==> src/rtl/seg_scan_ctrl.sv <==
// Eight-digit multiplexed seven-segment scanner: each digit is driven for DIV
// cycles followed by one blank cycle; frame_done marks the blank after digit 7.
module seg_scan_ctrl #(
  parameter int DIV = 4
) (
  input  logic       clk,
  input  logic       rst,
  input  logic       en,
  input  logic       wr_en,
  input  logic [2:0] wr_idx,
  input  logic [3:0] wr_data,
  input  logic       mask_wr,
  input  logic [7:0] mask_data,
  output logic [7:0] an,
  output logic [6:0] seg,
  output logic       frame_done,
  output logic       nz
);

  localparam int CNT_W = $clog2(DIV);
  localparam logic [CNT_W-1:0] CNT_MAX = CNT_W'(DIV - 1);

  typedef enum logic [1:0] {OFF, SCAN, GAP} state_t;

  state_t           state_q, state_d;
  logic [2:0]       idx_q, idx_d;
  logic [CNT_W-1:0] cnt_q, cnt_d;
  logic [3:0]       d_q [8];
  logic [3:0]       d_d [8];
  logic [7:0]       mask_q, mask_d;

  function automatic logic [6:0] hex7(input logic [3:0] v);
    case (v)
      4'h0: hex7 = 7'b0111111;
      4'h1: hex7 = 7'b0000110;
      4'h2: hex7 = 7'b1011011;
      4'h3: hex7 = 7'b1001111;
      4'h4: hex7 = 7'b1100110;
      4'h5: hex7 = 7'b1101101;
      4'h6: hex7 = 7'b1111101;
      4'h7: hex7 = 7'b0000111;
      4'h8: hex7 = 7'b1111111;
      4'h9: hex7 = 7'b1101111;
      4'hA: hex7 = 7'b1110111;
      4'hB: hex7 = 7'b1111100;
      4'hC: hex7 = 7'b0111001;
      4'hD: hex7 = 7'b1011110;
      4'hE: hex7 = 7'b1111001;
      default: hex7 = 7'b1110001;
    endcase
  endfunction

  // Register-file updates are independent of the scan state machine.
  always_comb begin
    // NOTE: every always_comb output gets a default first so no latch is inferred.
    for (int i = 0; i < 8; i++) d_d[i] = d_q[i];
    if (wr_en) d_d[wr_idx] = wr_data;
    mask_d = mask_wr ? mask_data : mask_q;
  end

  // State register.
  always_ff @(posedge clk or posedge rst) begin
    if (rst) begin
      state_q <= OFF;
      idx_q   <= '0;
      cnt_q   <= '0;
      mask_q  <= '0;
      // NOTE: the digit store is a handful of flops that must read zero after
      // reset (nz depends on it), so it is reset rather than left as a RAM.
      for (int i = 0; i < 8; i++) d_q[i] <= '0;
    end else begin
      // NOTE: non-blocking assignments keep every flop sampling pre-edge values.
      state_q <= state_d;
      idx_q   <= idx_d;
      cnt_q   <= cnt_d;
      mask_q  <= mask_d;
      for (int i = 0; i < 8; i++) d_q[i] <= d_d[i];
    end
  end

  // Next-state logic.
  always_comb begin
    state_d = state_q;
    idx_d   = idx_q;
    cnt_d   = cnt_q;
    case (state_q)
      OFF: begin
        if (en) begin
          state_d = SCAN;
          idx_d   = '0;
          cnt_d   = '0;
        end
      end
      SCAN: begin
        if (!en) begin
          state_d = OFF;
          idx_d   = '0;
          cnt_d   = '0;
        end else if (cnt_q == CNT_MAX) begin
          state_d = GAP;
          cnt_d   = '0;
        end else begin
          cnt_d = cnt_q + CNT_W'(1);
        end
      end
      GAP: begin
        if (!en) begin
          state_d = OFF;
          idx_d   = '0;
          cnt_d   = '0;
        end else begin
          state_d = SCAN;
          idx_d   = idx_q + 3'd1;
        end
      end
      default: begin
        state_d = OFF;
        idx_d   = '0;
        cnt_d   = '0;
      end
    endcase
  end

  // Output decode from registered state only; masked digits blank but keep their slot.
  always_comb begin
    an         = '0;
    seg        = '0;
    frame_done = 1'b0;
    nz         = 1'b0;
    case (state_q)
      SCAN: begin
        if (mask_q[idx_q]) begin
          an  = 8'd1 << idx_q;
          seg = hex7(d_q[idx_q]);
        end
      end
      GAP:     frame_done = (idx_q == 3'd7);
      default: ;
    endcase
    for (int i = 0; i < 8; i++) nz = nz | (d_q[i] != 4'h0);
  end

endmodule

==> config.mk <==
export PLATFORM = sky130hd
export DESIGN_NAME = seg_scan_ctrl
export DESIGN_NICKNAME = d
export VERILOG_FILES = /design/src/rtl/seg_scan_ctrl.sv
export SDC_FILE = /design/constraint.sdc
export NUM_CORES = 1
export LEC_CHECK = 0
export CORE_MARGIN = 4
export CORE_UTILIZATION = 49
export CTS_CLUSTER_SIZE = 12
export DETAILED_ROUTE_END_ITERATION = 8
export HOLD_SLACK_MARGIN = 0.03
export PLACE_DENSITY = 0.76
export SETUP_SLACK_MARGIN = 0.02
export SYNTH_ARGS = -nofsm -noshare
export SYNTH_HDL_FRONTEND = slang
export SYNTH_SLANG_ARGS = --single-unit
==> constraint.sdc <==
create_clock -name clk -period 2.4 [get_ports clk]
set_input_delay 0.36 -clock clk [delete_from_list [all_inputs] [get_ports clk]]
set_output_delay 0.36 -clock clk [all_outputs]
set_load 0.1 [all_outputs]
==> impl_metrics.json <==
{
  "firstDrtPassIters": 4,
  "ys.flop_type": "dfrtp_1",
  "crit_path_max_fanout": 7,
  "timing.hold.ws_ns": 0.507,
  "cts_tree": "done",
  "comb_power_share": 0.414,
  "p_total_w": 0.00264,
  "drt_iter0_drc": 78,
  "crit_path_end_kind": "output pin",
  "ys_top_cells_by_area": "dfrtp_1, mux2_2, mux4_2",
  "setup_viol": 9,
  "rsz0062_at_grt": "true",
  "ys_seq_area_frac": 0.437,
  "switchingPower_w": 0.000890,
  "port_buffers": 36,
  "p_leak_nw": 1.67,
  "syn_nets": 254,
  "fin_crit_sh": 1.23,
  "clk_pin_slew_ns": 0.08,
  "cts.sinks": 47,
  "crit_chain": "buf_12 -> mux4_2 -> mux2i_4 -> inv_2 -> buf_6 -> ha_4 -> inv_2 -> o211ai_1 -> a21oi_4 -> buf_12",
  "die_x_um": 82.1,
  "drive_above_1_share": 0.521,
  "antenna_found_initial": 0,
  "ys_warn_count": 0,
  "internal-power_w": 0.00175,
  "yosysMostFrequentCell": "dfrtp_1",
  "slew_viol_final": 0,
  "grt_pass1_vias": 2185,
  "cp.arrival_ns": 2.59,
  "worstMarginPinSlew_ns": 0.568,
  "ioPinCount": 37,
  "powerDensity_nw_per_um2": 658,
  "wl_per_cell_um": 16.6,
  "gp_congestion": 0.823,
  "grt_max_degree": 48,
  "ys_ff_latch": 47,
  "via_count": 2124,
  "die_h_um": 82.1,
  "violations": "negative setup slack",
  "clock_path_buffers": 2,
  "start_util": 0.518,
  "synth_area_per_cell_sq_um": 12.2,
  "setup_ws_ns": -0.548,
  "fmax_mhz": 339,
  "fin_skew_ns": 0.00324,
  "maxCapViolations": 0,
  "syn_inst": 221,
  "yosysTopAreaCell": "dfrtp_1",
  "syn_area_sq_um": 2690,
  "netSwitchingFraction": 0.337,
  "sequentialPowerShare": 0.392,
  "fillers": 327,
  "cpPeakStageDelay_ns": 0.52,
  "dp_hpwl_um": 4770,
  "status": "complete, but fails checks",
  "drc": 0,
  "yosysTopAreaCellShare": 0.437,
  "synthToLayoutAreaGrowth_pct": 49.0,
  "rows": 26,
  "clk_latency_ns": 0.30,
  "grt_pass1_wl_um": 10700,
  "cts_max_level": 2,
  "slew_headroom": 0.621,
  "crit_required_ns": 2.04,
  "synthArstFlopShare": 1.00,
  "pwr-share-clk": 0.194,
  "synth.distinct_cells": 45,
  "path_class": "reg -> out",
  "numCtsBuffers": 5,
  "synth-edff-count": 0,
  "antenna_cells": 0,
  "hp-class": "in -> async",
  "final_nets": 343,
  "wirelength_um": 6340,
  "critPathBufInv": 5,
  "cts-root-buf": "clkbuf_8",
  "path_delay_family": "multiplexers",
  "coreArea_sq_um": 5200,
  "hold_buffers": 0,
  "period_minus_slack_ns": 2.95,
  "overflow": 0,
  "dieArea_sq_um": 6750,
  "crit_slowest_cell": "mux4_2",
  "crit_path_start_kind": "flip-flop",
  "synth_common_cells": "dfrtp_1, mux2_2, nand2_1",
  "hold_viol": 0,
  "peakVddDrop_v": 0.000523,
  "grt.total_usage": 0.210,
  "drt-vias-per-instance": 5.57,
  "ant_nets": 0
}
[area by class of cell]
class | instances | area (sq um) | area share
Clock buffer | 8 | 100 | 0.0249
Tap cell | 70 | 87.6 | 0.0218
Sequential cell | 47 | 1180 | 0.293
Inverter | 9 | 36.3 | 0.00904
Timing Repair Buffer | 88 | 952 | 0.237
Multi-Input combinational cell | 159 | 1660 | 0.414
[stage by stage]
stage	area, sq um	worst slack (ns)	instances	util	TNS [ns]
after CTS	4000	-0.539	380	0.769	-3.78
after floorplan	2820	-0.729	221	-	-4.61
after detailed placement	3740	-0.300	366	0.719	-1.94
after global routing	4020	-0.645	381	0.771	-4.61
final	4020	-0.548	381	0.771	-3.73
after global placement	3740	-0.274	366	0.719	-1.66
[cell usage in the layout (no fill, tap or decap), drive strengths merged, types with 3 or more instances in the layout]
master	n
mux4	8
mux2	43
buf	69
o21ai	8
ha	13
nor2	8
nand4	3
nand2	15
clkdlybuf4s50	19
dfrtp	47
clkbuf	8
inv	7
a221oi	3
mux2i	8
a21oi	4
nor4	8
and3	3
nor3	4
nand4b	3
[final timing paths]
| path | startpoint | end | slack, ns | cells after the start |
|---|---|---|---|---|
| max | idx_q[0] | seg[3] | -0.55 | 10 |
| min | rst | mask_q[2] | 0.51 | 3 |
| max reg2reg | idx_q[1] | idx_q[2] | 0.86 | 5 |
| min reg2reg | mask_q[5] | mask_q[5] | 0.51 | 1 |
| max in group asynchronous | rst | idx_q[1] | 1.48 | 3 |
| min in group clk | mask_q[5] | mask_q[5] | 0.51 | 1 |
[cell families (layout without fill, tap and decap cells)]
logic type,count (synthesis),in the layout,synth area share
adder cells (fa/ha/maj),13,13,0.0604
AND/OR/NAND/NOR,59,59,0.120
buffers and inverters,15,105,0.0283
XOR/XNOR,1,1,0.00325
multiplexers,59,59,0.282
AO/OA/AOI/OAI,27,27,0.0687
flip-flops,47,47,0.437
[per-layer routing]
metal / wire length [um] / up-vias / track usage
li1: - / 1006 / -
met1: 2780 / 1062 / 0.278
met2: 3220 / 50 / 0.360
met3: 287 / 6 / 0.0315
met4: 58 / 0 / 0.0565
met5: 0 / - / 0
[power groups by stage]
stage	combinational, W	sequential (W)	clock (W)
after floorplan	0.000609	0.00101	0
after global placement	0.000951	0.00104	0
after detailed placement	0.000974	0.00105	0
after CTS	0.00108	0.00103	0.000515
after global routing	0.00116	0.00105	0.000549
final	0.00109	0.00104	0.000512
[worst register-to-register path, stage by stage (launching register included)]
cell	delay [ns]
dfrtp_2	0.48
buf_4	0.17
buf_4	0.15
ha_1	0.20
ha_1	0.28
o21ai_0	0.18
[repair_timing]
action                     4_1_cts  5_1_grt
buffers inserted                 6        1
pin swaps                       10        2
gates resized for setup         26        2
setup endpoints to repair        9       12
[sequential cells by signal (all words and copies together), names as in the netlist]
name,cells
d_q,32
mask_q,8
idx_q,3
cnt_q,2
state_q,2
No activity file was read; power rests on OpenSTA's default activity.
